[config.mk]
export PLATFORM = sky130hd
export DESIGN_NAME = cr2_tff_bank
export DESIGN_NICKNAME = d
export VERILOG_FILES = /design/src/rtl/cr2_tff_pkg.sv /design/src/rtl/cr2_tff_cell.sv /design/src/rtl/cr2_tff_bank.sv
export SDC_FILE = /design/constraint.sdc
export NUM_CORES = 1
export LEC_CHECK = 0
export CORE_MARGIN = 5
export CORE_UTILIZATION = 39
export DETAILED_ROUTE_END_ITERATION = 12
export GPL_ROUTABILITY_DRIVEN = 1
export GPL_TIMING_DRIVEN = 0
export HOLD_SLACK_MARGIN = 0.15
export PLACE_DENSITY = 0.76
export SYNTH_ARGS = -nofsm -noshare
export SYNTH_HDL_FRONTEND = slang
export SYNTH_HIERARCHICAL = 1
export SYNTH_SLANG_ARGS = --single-unit
[constraint.sdc]
create_clock -name C -period 0.8 [get_ports C]
set_input_delay 0.08 -clock C [delete_from_list [all_inputs] [get_ports C]]
set_output_delay 0.08 -clock C [all_outputs]
set_load 0.02 [all_outputs]
[src/rtl/cr2_tff_pkg.sv]
// Shared types and constants for the CoolRunner-II style register bank.
// Mode encoding, per-bit priority enum and counter saturation helper.
package cr2_tff_pkg;

  localparam logic MODE_D = 1'b0;
  localparam logic MODE_T = 1'b1;

  typedef enum logic [2:0] {
    PRIO_RST,
    PRIO_CLR,
    PRIO_PRE,
    PRIO_HOLD,
    PRIO_UPD
  } prio_e;

  function automatic logic [31:0] sat_max(input int w);
    if (w >= 32) return '1;
    return (32'd1 << w) - 32'd1;
  endfunction

endpackage

[src/rtl/cr2_tff_cell.sv]
// One macrocell register bit: priority next-state logic plus its flop.
// Reports whether the bit will change on the coming edge (never on reset).
module cr2_tff_cell
  import cr2_tff_pkg::*;
(
  input  logic clk,
  input  logic rst_n,
  input  logic mode,
  input  logic init,
  input  logic ce,
  input  logic pre,
  input  logic clr,
  input  logic t,
  output logic q,
  output logic chg
);

  prio_e prio;
  logic  q_d;
  logic  q_q;

  // Pick which rule governs this bit on the coming edge.
  always_comb begin
    prio = PRIO_UPD;
    if (!rst_n)   prio = PRIO_RST;
    else if (clr) prio = PRIO_CLR;
    else if (pre) prio = PRIO_PRE;
    else if (!ce) prio = PRIO_HOLD;
  end

  // Next-state value for the selected rule.
  always_comb begin
    q_d = q_q;
    unique case (prio)
      PRIO_RST:  q_d = init;
      PRIO_CLR:  q_d = 1'b0;
      PRIO_PRE:  q_d = 1'b1;
      PRIO_HOLD: q_d = q_q;
      PRIO_UPD:  q_d = (mode == MODE_T) ? (q_q ^ t) : t;
      default:   q_d = q_q;
    endcase
  end

  // State flop with synchronous reset to the init value.
  always_ff @(posedge clk) begin
    if (!rst_n) q_q <= init;
    else        q_q <= q_d;
  end

  assign q   = q_q;
  assign chg = (prio != PRIO_RST) & (q_d ^ q_q);

endmodule

[src/rtl/cr2_tff_bank.sv]
// Bank of WIDTH macrocell registers with change flags and change counter.
// Counter is built only when CR2_TFF_BANK_CNT_EN is defined.
module cr2_tff_bank
  import cr2_tff_pkg::*;
#(
  parameter int               WIDTH   = 8,
  parameter logic [WIDTH-1:0] T_MASK  = '1,
  parameter logic [WIDTH-1:0] INIT    = '0,
  parameter bit               CLK_POL = 1'b1,
  parameter int               CNT_W   = 8
) (
  input  logic             C,
  input  logic             RST_N,
  input  logic             CE,
  input  logic [WIDTH-1:0] PRE,
  input  logic [WIDTH-1:0] CLR,
  input  logic [WIDTH-1:0] T,
  input  logic             CNT_CLR,
  output logic [WIDTH-1:0] Q,
  output logic [WIDTH-1:0] CHG,
  output logic [CNT_W-1:0] CNT
);

  logic             clk;
  logic [WIDTH-1:0] chg_bit;
  logic [WIDTH-1:0] chg_d;
  logic [WIDTH-1:0] chg_q;

  assign clk = CLK_POL ? C : ~C;

  for (genvar i = 0; i < WIDTH; i++) begin : g_cell
    cr2_tff_cell u_cell (
      .clk   (clk),
      .rst_n (RST_N),
      .mode  (T_MASK[i]),
      .init  (INIT[i]),
      .ce    (CE),
      .pre   (PRE[i]),
      .clr   (CLR[i]),
      .t     (T[i]),
      .q     (Q[i]),
      .chg   (chg_bit[i])
    );
  end

  // Change flags follow the cells' per-bit change detection.
  always_comb chg_d = chg_bit;

  // Change-flag register, cleared by reset.
  always_ff @(posedge clk) begin
    if (!RST_N) chg_q <= '0;
    else        chg_q <= chg_d;
  end

  assign CHG = chg_q;

`ifdef CR2_TFF_BANK_CNT_EN
  localparam logic [CNT_W-1:0] CNT_MAX = CNT_W'(sat_max(CNT_W));

  logic [CNT_W-1:0] cnt_d;
  logic [CNT_W-1:0] cnt_q;

  // Saturating count of edges that changed any bit; clear wins.
  always_comb begin
    cnt_d = cnt_q;
    if (CNT_CLR)
      cnt_d = '0;
    else if ((|chg_bit) && (cnt_q != CNT_MAX))
      cnt_d = cnt_q + 1'b1;
  end

  // Counter register, cleared by reset.
  always_ff @(posedge clk) begin
    if (!RST_N) cnt_q <= '0;
    else        cnt_q <= cnt_d;
  end

  assign CNT = cnt_q;
`else
  logic unused_cnt_clr;
  assign unused_cnt_clr = CNT_CLR;
  assign CNT = '0;
`endif

endmodule

Word-level counts from Yosys, hierarchy flattened
Cells that the tools add are included.
- flip-flop bits (word level): 16
- input bits: 28
- output and inout bits: 24
- word-level logic and storage cells: 114
- equal/unequal tests: 24
- multiplexer cells: 33
- bitwise logic cells: 24
- reductions and logical operators: 24
- operator list (kind ; count):
    $mux W3 ; 25
    $eq A3 B1 Y1 const B ; 8
    $eq A3 B2 Y1 const B ; 8
    $eq A3 B3 Y1 const B ; 8
    $logic_not A3 Y1 ; 8
    $pmux W1 S3 ; 8
    $reduce_bool A3 Y1 ; 8
    $reduce_or A2 Y1 ; 8
    $xor A1 B1 Y1 ; 16
    $and A1 B1 Y1 ; 8

Logic depth before layout (Yosys ltp)
- depth in word-level cells: 9
- mapped depth: 4

Cells and area by module
Netlist, hierarchy kept.
- modules (own cells, without submodules) (module ; times used ; cells each ; area an instance (um^2) ; sequential area each (um^2)):
    cr2_tff_cell ; 8 ; 17 ; 131.4 ; 20.0
    cr2_tff_bank ; 1 ; 26 ; 277.8 ; 160.2

Least setup slack after synthesis
Ideal clock, no wire load.
- kind: flip-flop to flip-flop
- start: register g_cell[0].u_cell.q_q
- end: register chg_q[0], in the netlist CHG[0]
- arrival time: 964 ps
- required time: 685 ps
- path slack: -279 ps
- cell stages (with the launch flop): 4
- path buffers: 0
- path through: dfxtp_1 a21boi_0 o221ai_1 and2_1
- longest elaborated chain between the ends: 4
- RTL lines (item ; line ; text):
    start, declared ; cr2_tff_cell.sv:20 ; logic q_q;
    start signal, assigned ; cr2_tff_cell.sv:46 ; if (!rst_n) q_q <= init;
    start signal, assigned ; cr2_tff_cell.sv:47 ; else q_q <= q_d;
    $xor A1 B1 Y1 ; cr2_tff_cell.sv:39 ; PRIO_UPD: q_d = (mode == MODE_T) ? (q_q ^ t) : t;
    $pmux W1 S3 ; cr2_tff_cell.sv:34 ; unique case (prio)
    $xor A1 B1 Y1 (*) ; cr2_tff_cell.sv:51 ; assign chg = (prio != PRIO_RST) & (q_d ^ q_q);
    $and A1 B1 Y1 (*) ; cr2_tff_cell.sv:51 ;
    net chg_bit[0] ; cr2_tff_bank.sv:25 ; logic [WIDTH-1:0] chg_bit;
    end signal, assigned ; cr2_tff_bank.sv:52 ; else chg_q <= chg_d;
    end, declared ; cr2_tff_bank.sv:27 ; logic [WIDTH-1:0] chg_q;
Mark *: on every way through the listed nets, which the timed path passes. The rest lies on a longest branch.
A chain may end at the register's enable or synchronous reset.

Worst setup path in the final report
- start: register g_cell[3].u_cell.q_q
- end: register chg_q[3], in the netlist CHG[3]
- longest elaborated chain between the ends: 4
- RTL lines (item ; line):
    start, declared ; cr2_tff_cell.sv:20
    start signal, assigned ; cr2_tff_cell.sv:46
    start signal, assigned ; cr2_tff_cell.sv:47
    $xor A1 B1 Y1 ; cr2_tff_cell.sv:39
    $pmux W1 S3 ; cr2_tff_cell.sv:34
    $xor A1 B1 Y1 (*) ; cr2_tff_cell.sv:51
    $and A1 B1 Y1 (*) ; cr2_tff_cell.sv:51
    net chg_bit[3] ; cr2_tff_bank.sv:25
Marks and branches as above.

==> results.tsv <==
stage	metric	value	unit
global_route	first-pass GRT wire length	5402	µm
cts	clk sink count	16	
logic_synthesis	register area share after synthesis	24.11	%
sta	RSZ-0062 raised after global routing	yes	
die	num rows	21	
pwr	P_leak	0.9625	nW
placement	pre-CTS setup slack	-1.283	ns
die	die width	68.37	µm
die	IO Pins	52	
logic_synthesis	Synth Register Bits	16	
layout	P&R area growth vs syn	63.75	%
setup_path	crit end category	register	
logic_synthesis	Mapped Area	1329	µm²
drt	Antenna Nets Post-Route	0	
cts	Worst-Skew Late Latency	0.28	ns
global_route	largest net degree at the start of global routing	41	
die	Die Ht	68.37	µm
job	Max Cap Viol	0	
drt	Routed WL	3245	µm
sta	Final setup viols	31	
setup_path	Startpoint Class	register	
sta	Max Clock Freq	1.069	GHz
global_route	total track usage	14.36	%
logic_synthesis	post-synth top area share	24.11	%
logic_synthesis	post-synthesis cell count	162	
drt	vias post-DR	1438	
sta	count of final max-slew check failures	0	
pwr	Max VDD drop	0.9594	mV
layout	final core utilization	65.72	%
drt	drt initial violations	89	
logic_synthesis	area leader, netlist	dfxtp_1	
layout	ratio of cells with drive above 1 in the final layout	31.64	%
drt	post-DR wirelength/cell	10.75	µm
cts	TritonCTS Buffers	3	
placement	placed cell area	2044	µm²
run_status	outcome	complete, but fails checks	
layout	antenna fix cells	0	
logic_synthesis	synth unique cells	17	
layout	post-route cell area	2176	µm²
setup_path	CP Class	register to register	
setup_path	required time of the critical path	0.98	ns
cts	clock-pin slew on the worst setup and hold paths	0.10	ns
global_route	gr ovfl total	0	
drt	Remaining DRCs	0	
setup_path	Critical Path AT	1.12	ns
hold_path	Hold WC Path Type	input pin to register	
sta	min Tclk post-route	0.9350	ns
logic_synthesis	Synth warnings	6	
cts	Root Driver	clkbuf_4	
cts	CTS tree	built	
run_status	failing checks	negative setup slack	
die	floorplan core area	3311	µm²
layout	Final nets	285	
placement	number of buffers added on ports	42	
sta	skew final	0.001255	ns
sta	WHS	0.2177	ns
placement	Final GP Congestion	0.7530	
cts	H-tree levels	1	
drt	first-pass detailed-route iteration total	4	
drt	vias per inst	4.762	
pwr	PwrDens	1083	nW/µm²
die	Die Footprint	4674	µm²
setup_path	critical path peak fanout	7	
global_route	vias in the first global route	1288	
sta	PnR worst setup slack	-0.1350	ns
global_route	initial antenna violation count	0	
logic_synthesis	top cells by area, synth	dfxtp_1, o41ai_2, a21oi_1	
sta	Final Hold Viols	0	
logic_synthesis	Avg Synthesized Cell Area	8.202	µm²
cts	clk buf depth	2	
sta	crit share post-route	116.9	%
die	Starting Density	40.14	%
placement	detailed placement HPWL	2414	µm
## worst paths after layout
kind | depth (start not counted) | slack (ns) | to | from
max reg2reg | 4 | -0.14 | CHG[3] | g_cell[3].u_cell/q
min | 2 | 0.22 | g_cell[7].u_cell/q | CLR[7]
max | 4 | -0.14 | CHG[3] | g_cell[3].u_cell/q
min reg2reg | 2 | 0.60 | g_cell[6].u_cell/q | g_cell[6].u_cell/q
## state kept, by name, summed over array words and instances, names as in the netlist
name and count:
CHG 8, g_cell.u_cell/q 8
## layout make-up
| type | instances | area (µm²) |
|---|---|---|
| multi-input cells | 168 | 1169 |
| fillers | 299 | 1135 |
| repair buffers | 44 | 442.9 |
| flip-flops and latches | 16 | 360.3 |
| plain buffers | 8 | 60.06 |
| inverters | 16 | 60.06 |
| well taps | 46 | 57.56 |
| clock buffers | 4 | 26.28 |
## cells in the mapped netlist
cell / number
o41ai_2: 8
a21boi_0: 8
nor3b_1: 8
nor4b_1: 8
o21ai_1: 8
conb_1: 2
and2_1: 8
o221ai_1: 8
nand4_1: 8
inv_1: 16
buf_4: 8
nand3_1: 8
nand2b_1: 8
and3b_1: 8
a21oi_1: 24
nand4b_1: 8
dfxtp_1: 16
## cell families after synthesis
kind of cell / count (synthesis) / share of synthesized area [%]
AOI/OAI and AO/OA: 56 / 31.64
other: 2 / 0.5652
and+or+nand+nor: 64 / 34.65
DFF: 16 / 24.11
buffers and inverters: 24 / 9.040
## power breakdown
| group | internal (mW) | switching [mW] | total (mW) |
|---|---|---|---|
| clock network | 0.194 | 0.262 | 0.456 |
| logic | 0.479 | 0.452 | 0.931 |
| registers | 0.873 | 0.0964 | 0.970 |
| total | 1.55 | 0.810 | 2.36 |
## layer usage
layer  GRT usage, %  vias to the layer above  part of all wire [%]
met2          25.75                       31                    48
met1          17.64                      642                    45
li1               -                      765                     -
met3          4.105                        0                   6.2
met4         0.9926                        0                     0
met5              0                        -                     0
## cells in the final DEF, fill, tap and decap left out, drive strengths merged, types with 15 or more instances in the layout
cell type / n
a21oi: 24
buf: 28
clkdlybuf4s50: 15
conb: 48
dfxtp: 16
inv: 16
## metrics by stage
stage / TNS [ns] / power [mW] / std cells
after global placement: -22.48 / 1.836 / 296
after CTS: -2.320 / 2.365 / 300
after global routing: -3.707 / 2.537 / 302
final: -1.987 / 2.356 / 302
after detailed placement: -23.27 / 1.846 / 296
after floorplan: -1.009 / 1.436 / 208
## critical path: stages, from the launching register on
cell and delay [ns]:
dfxtp_4 0.40, nor3b_2 0.05, a21oi_1 0.13, o221ai_1 0.11, and2_1 0.15
## timing repair
item | CTS | global route
endpoints found under the hold margin | 0 | 0
buffers inserted | 0 | 2
resized for setup | 132 | 10
endpoints found under the setup margin | 32 | 32
pin swaps | 10 | 2
hold buffers | 0 | 0
Power figures use the tool's default switching activity.
